File: src/rtl/hazard_scoreboard_pkg.sv
// Shared CPU types: the scoreboard entry layout and the forwarding-select encoding.
// Latency: none (types and constants only).
// Backpressure: not applicable.
package cpu_types_pkg;

  localparam int REGBITS_W = 5;
  typedef logic [REGBITS_W-1:0] regbits_t;

  // One in-flight instruction as seen by the hazard logic
  typedef struct packed {
    logic     valid;
    regbits_t dst;
    logic     wen;
    logic     load;
  } hz_entry_t;

  // Forwarding select value meaning "use the register file read"
  localparam int FWD_RF = 0;

endpackage

File: src/rtl/hazard_scoreboard_hz_match.sv
// Youngest-match priority encoder of one source register against the in-flight entries.
// Latency: combinational.
// Backpressure: none; pure function of its inputs.
module hz_match
  import cpu_types_pkg::*;
#(
  parameter int STAGES = 3,
  parameter int IDX_W  = 2
) (
  input  hz_entry_t [STAGES-1:0] i_entries,
  input  regbits_t               i_src,
  input  logic                   i_used,
  output logic                   o_hit,
  output logic [IDX_W-1:0]       o_index,
  output logic                   o_is_load
);

  // Scan oldest to youngest so the youngest (lowest index) match is the last writer
  always_comb begin
    o_hit     = 1'b0;
    o_index   = '0;
    o_is_load = 1'b0;
    for (int j = STAGES - 1; j >= 0; j--) begin
      if (i_used && i_entries[j].valid && i_entries[j].wen &&
          (i_entries[j].dst == i_src) && (i_entries[j].dst != '0)) begin
        o_hit     = 1'b1;
        o_index   = IDX_W'(j);
        o_is_load = i_entries[j].load;
      end
    end
  end

endmodule

File: src/rtl/hazard_scoreboard.sv
// Hazard/forwarding controller: load-use stall, bubble insertion, registered forwarding selects.
// Latency: stall is combinational from id_*; ex_fwd_sel updates one advancing edge after decode.
// Backpressure: adv=0 freezes all state; optional counters enabled by HAZARD_STATS_EN.
module hazard_scoreboard
  import cpu_types_pkg::*;
#(
  parameter  int STAGES   = 3,
  parameter  int NSRC     = 2,
  parameter  int REG_W    = 5,
  parameter  int LOAD_LAT = 1,
  localparam int SEL_W    = $clog2(STAGES + 1)
) (
  input  logic                         CLK,
  input  logic                         nRST,
  input  logic                         adv,
  input  logic                         id_valid,
  input  logic [NSRC-1:0][REG_W-1:0]   id_src,
  input  logic [NSRC-1:0]              id_src_used,
  input  logic [REG_W-1:0]             id_dst,
  input  logic                         id_wen,
  input  logic                         id_load,
  input  logic                         flush,
  output logic                         stall,
  output logic [NSRC-1:0][SEL_W-1:0]   ex_fwd_sel
`ifdef HAZARD_STATS_EN
  ,
  output logic [31:0]                  stall_cnt,
  output logic [31:0]                  flush_cnt
`endif
);

  hz_entry_t [STAGES-1:0]       r_sb;
  logic [NSRC-1:0][SEL_W-1:0]   r_fwd;

  logic [NSRC-1:0]              w_hit;
  logic [NSRC-1:0]              w_is_load;
  logic [NSRC-1:0][SEL_W-1:0]   w_idx;
  logic [NSRC-1:0]              w_ld_hz;
  logic [NSRC-1:0][SEL_W-1:0]   w_fwd_nxt;
  logic                         w_stall;
  logic                         w_take;
  hz_entry_t                    w_new;

  for (genvar s = 0; s < NSRC; s++) begin : g_match
    hz_match #(
      .STAGES (STAGES),
      .IDX_W  (SEL_W)
    ) u_match (
      .i_entries (r_sb),
      .i_src     (regbits_t'(id_src[s])),
      .i_used    (id_src_used[s]),
      .o_hit     (w_hit[s]),
      .o_index   (w_idx[s]),
      .o_is_load (w_is_load[s])
    );
  end

  // Hazard detection, decode acceptance and next forwarding selects
  always_comb begin
    w_ld_hz   = '0;
    w_fwd_nxt = '0;
    for (int s = 0; s < NSRC; s++) begin
      w_ld_hz[s] = w_hit[s] & w_is_load[s] & (int'(w_idx[s]) < LOAD_LAT);
    end
    // flush overrides the stall: the wrong-path instruction is dropped anyway
    w_stall = id_valid & ~flush & (|w_ld_hz);
    w_take  = id_valid & ~w_stall & ~flush;
    w_new   = '0;
    if (w_take) begin
      w_new = '{valid: 1'b1, dst: regbits_t'(id_dst), wen: id_wen, load: id_load};
    end
    for (int s = 0; s < NSRC; s++) begin
      // Matches in WB are served by write-before-read in the register file
      if (w_take && w_hit[s] && (int'(w_idx[s]) <= STAGES - 2)) begin
        w_fwd_nxt[s] = w_idx[s] + 1'b1;
      end else begin
        w_fwd_nxt[s] = SEL_W'(FWD_RF);
      end
    end
  end

  // Scoreboard shift and forwarding-select register, frozen when the pipe does not advance
  always_ff @(posedge CLK) begin
    if (nRST) begin
      r_sb  <= '0;
      r_fwd <= '0;
    end else if (adv) begin
      for (int j = STAGES - 1; j > 0; j--) begin
        r_sb[j] <= r_sb[j-1];
      end
      r_sb[0] <= w_new;
      r_fwd   <= w_fwd_nxt;
    end
  end

  assign stall      = w_stall;
  assign ex_fwd_sel = r_fwd;

`ifdef HAZARD_STATS_EN
  logic [31:0] r_stall_cnt;
  logic [31:0] r_flush_cnt;

  // Saturating event counters for advancing stall and flush cycles
  always_ff @(posedge CLK) begin
    if (nRST) begin
      r_stall_cnt <= '0;
      r_flush_cnt <= '0;
    end else begin
      if (adv && w_stall && (r_stall_cnt != 32'hFFFF_FFFF)) begin
        r_stall_cnt <= r_stall_cnt + 32'd1;
      end
      if (adv && flush && (r_flush_cnt != 32'hFFFF_FFFF)) begin
        r_flush_cnt <= r_flush_cnt + 32'd1;
      end
    end
  end

  assign stall_cnt = r_stall_cnt;
  assign flush_cnt = r_flush_cnt;
`endif

endmodule

File: config.mk
export PLATFORM = sky130hd
export DESIGN_NAME = hazard_scoreboard
export DESIGN_NICKNAME = d
export VERILOG_FILES = /design/src/rtl/hazard_scoreboard_pkg.sv /design/src/rtl/hazard_scoreboard_hz_match.sv /design/src/rtl/hazard_scoreboard.sv
export SDC_FILE = /design/constraint.sdc
export NUM_CORES = 1
export LEC_CHECK = 0
export ABC_AREA = 1
export CAP_MARGIN = 25
export CORE_AREA = 8 8 70 72
export CTS_CLUSTER_DIAMETER = 200
export DETAILED_ROUTE_END_ITERATION = 7
export DIE_AREA = 0 0 78 80
export PLACE_DENSITY_LB_ADDON = 0.15
export SYNTH_ARGS = -nofsm -noshare
export SYNTH_HDL_FRONTEND = slang
export SYNTH_HIERARCHICAL = 1
export SYNTH_SLANG_ARGS = --single-unit
File: constraint.sdc
create_clock -name CLK -period 6.4 [get_ports CLK]
set_input_delay 1.28 -clock CLK [delete_from_list [all_inputs] [get_ports CLK]]
set_output_delay 1.28 -clock CLK [all_outputs]
set_load 0.005 [all_outputs]
==> summary.md <==
| Metric | Value |
|---|---|
| WP data arrival | `3.70 ns` |
| Top cells by count, synth | `nand2_1 (122), nor2_1 (43), inv_1 (41), dfxtp_1 (28), nand3_1 (24)` |
| Routed Antenna Nets | `0` |
| Worst-Margin Slew | `0.747 ns` |
| R2r setup slk | `4.01 ns` |
| Core Area | `3860 um^2` |
| End point of the critical path | `stall` |
| Sink Count | `28` |
| H-tree depth | `1` |
| Clock Pin Slew Worst Setup and Hold Paths | `0.09 ns` |
| P_leak | `0.979 nW` |
| Clock tree root driver cell | `clkbuf_8` |
| Post-Synth Simple-Gate Area | `0.440` |
| Synthesized net count | `371` |
| Initial Util | `0.525` |
| First-pass GRT wire length | `8400 um` |
| CTS buffer count | `3` |
| Sequential power share | `0.490` |
| DRT Pass-1 Iters | `4` |
| Synth Area in Adders | `0.0247` |
| Die area | `6240 um^2` |
| Synth Area in Compound Gates | `0.109` |
| Fin crit period | `4.98 ns` |
| RSZ-0062 raised after global routing | `no` |
| # rows | `23` |
| Die H | `80 um` |
| FF/Latch Area | `561 um^2` |
| Via count | `2061` |
| Hold Vio Cnt, Final | `0` |
| Ys flop type | `dfxtp_1` |
| Post-cts resize count | `0` |
| Critical Path Sink Type | `output pin` |
| R2r endpoint | `ex_fwd_sel[3]` |
| Final TNS setup | `0 ns` |
| Reg2Reg Depth | `15` |
| Die X-Extent | `78 um` |
| IO Port Bufs | `28` |
| Pin count of the biggest net entering global routing | `29` |
| Number of synthesized flops with an enable pin | `0` |
| Yosys warns | `6` |
| Clock network power share | `0.369` |
| FF-to-FF Start | `r_sb[3]` |
| CTS tree | `yes` |
| XOR/XNOR Fraction of Synth Area | `0.0260` |
| GRT Util Overall | `0.164` |
| CP startpoint | `id_src[0]` |
| Area of the multi-input gates | `1210 um^2` |
| Fmax achieved | `201 MHz` |
| Crit path max fanout | `4` |
| Ant. Diodes | `0` |
| Setup Skew | `0.00508 ns` |
| Synth top area share | `0.277` |
| Asr flop ratio synth | `0` |
| Post-DP HPWL | `3860 um` |
| Final setup vio count | `0` |
| Final cycle utilization of the critical path | `0.777` |
| Largest vdd supply drop | `0.000139 V` |
| Hold-fix buffers, CTS | `0` |
| Grt ovf | `0` |
| DRC Markers | `0` |
| Non-filler cells in the finished layout | `418` |
| WL final | `5100 um` |
| Fraction of layout cells with a size suffix above 1 | `0.109` |
| Area growth syn-to-layout | `18.9%` |
| Count leader, synth | `nand2_1` |
| Min-Delay Path Class | `reg2reg` |
| CTS max path bufs | `2` |
| Pwr per Cell Area | `153 nW/um^2` |
| Cell Area, Synth | `2020 um^2` |
| Outcome | `completed` |
| Final-stage net count | `397` |
| Max-cap violation count | `0` |
| Initial antenna violation count | `0` |
| Slew HR | `0.500` |
| Post-synthesis sequential area ratio | `0.277` |
| Main combinational cell family by area after synthesis | `simple AND/OR/NAND/NOR gates` |
| DR iter-0 viols | `154` |
| Slew Viols, Final | `0` |
| Largest area contributor in the netlist | `dfxtp_1` |
| NetSw | `84.2 uW` |
| Mux contribution to synthesized area | `0` |
| Post-synthesis register bit count | `28` |
| Routability cong. | `0.893` |
| Synth area leaders | `dfxtp_1 (28%), nand2_1 (23%), nor2_1 (8.0%), inv_1 (7.6%), nand3_1 (5.9%)` |
| Worst-Skew Late Latency | `0.27 ns` |
| Vias in the first global route | `1864` |
| WP data required | `5.12 ns` |
| Number of setup buffers added after CTS | `0` |
| Fill count | `395` |
| Sw frac | `0.229` |
| Mean routed wirelength per cell | `12.2 um` |
| Mean post-synth cell area | `5.90 um^2` |
| Synth cell types | `25` |
| Internal power | `284 uW` |
| Inst Count DP | `414` |
| Crit path kind | `in2out` |
| Post-detailed-route via-to-cell ratio | `4.93` |
| Critical Path Source Type | `input pin` |
| Ports | `29` |
| Comb power frac | `0.141` |
| Gate Count Post-Synth | `343` |
==> cell families (layout without fill, tap and decap cells) <==
family | count (synthesis) | in the layout
AO/OA/AOI/OAI | 36 | 36
buffers and inverters | 58 | 83
AND/OR/NAND/NOR | 211 | 211
XOR/XNOR | 6 | 6
adder cells (fa/ha/maj) | 4 | 4
flip-flops | 28 | 28
==> registers in the layout (all words and copies together) (netlist names) <==
signal / flops
r_sb: 24
ex_fwd_sel: 4
==> power by group through the flow <==
stage / clock, mW / sequential [mW] / combinational (mW)
after floorplan: 0 / 0.183 / 0.0309
after global routing: 0.147 / 0.181 / 0.0576
after global placement: 0 / 0.184 / 0.0494
after CTS: 0.140 / 0.180 / 0.0523
after detailed placement: 0 / 0.184 / 0.0521
final: 0.136 / 0.180 / 0.0521
==> worst max-delay path, stage by stage <==
cell,delay [ns]
clkdlybuf4s50_1,0.50
inv_1,0.09
nand2_1,0.06
nand2_1,0.05
nor2_1,0.10
nand3_1,0.10
nor2_1,0.14
inv_1,0.07
nor3_1,0.21
inv_1,0.10
ha_1,0.19
nand3_1,0.09
nand2_1,0.10
and3_1,0.16
clkdlybuf4s50_1,0.45
==> final cells by class <==
| cell class | instances | area share |
|---|---|---|
| inverters | 50 | 0.0780 |
| multi-input cells | 257 | 0.505 |
| well taps | 50 | 0.0260 |
| flip-flops and latches | 28 | 0.233 |
| repair buffers | 29 | 0.128 |
| clock buffers | 3 | 0.0172 |
| clock inverters | 1 | 0.0125 |
==> metrics by stage <==
step | hold WS (ns) | setup WS [ns] | area [um^2] | utilization | power, mW
floorplan | 0.453 | 2.59 | 2020 | - | 0.214
global placement | 0.468 | 1.46 | 2310 | 0.598 | 0.234
detailed placement | 0.469 | 1.45 | 2330 | 0.605 | 0.236
CTS | 0.488 | 1.43 | 2400 | 0.624 | 0.373
global route | 0.510 | 1.19 | 2400 | 0.624 | 0.386
finish | 0.482 | 1.42 | 2400 | 0.624 | 0.369
==> how the worst min path moves through the flow <==
| stage | start | to | slack, ns | depth (start not counted) |
|---|---|---|---|---|
| detailed placement | ex_fwd_sel[2] | ex_fwd_sel[2] | 0.47 | 2 |
| global route | ex_fwd_sel[2] | ex_fwd_sel[2] | 0.51 | 2 |
| floorplan | r_sb[17] | r_sb[17] | 0.45 | 2 |
| global placement | r_sb[23] | r_sb[23] | 0.47 | 2 |
| finish | r_sb[23] | r_sb[23] | 0.48 | 2 |
| CTS | r_sb[23] | r_sb[23] | 0.49 | 2 |
==> per-layer routing <==
metal	up-vias	global-route usage	wire, um
met5	-	0	0
met4	0	0.0574	69
met3	6	0.0225	302
met2	60	0.273	2340
met1	895	0.212	2390
li1	1100	-	-
==> placed cells by master, fill, tap and decap left out, drive strengths merged <==
cell type / Yosys / routed
a21oi: 32 / 32
xor2: 4 / 4
bufinv: 0 / 1
dfxtp: 28 / 28
nor3: 2 / 2
buf: 7 / 1
ha: 4 / 4
clkbuf: 1 / 3
clkdlybuf4s50: 0 / 28
clkinv: 2 / 2
o21ai: 4 / 4
xnor2: 2 / 2
inv: 48 / 48
nand4: 2 / 2
nand3: 25 / 25
nand2: 135 / 135
nor2: 46 / 46
and3: 1 / 1
Power figures use the tool's default switching activity.
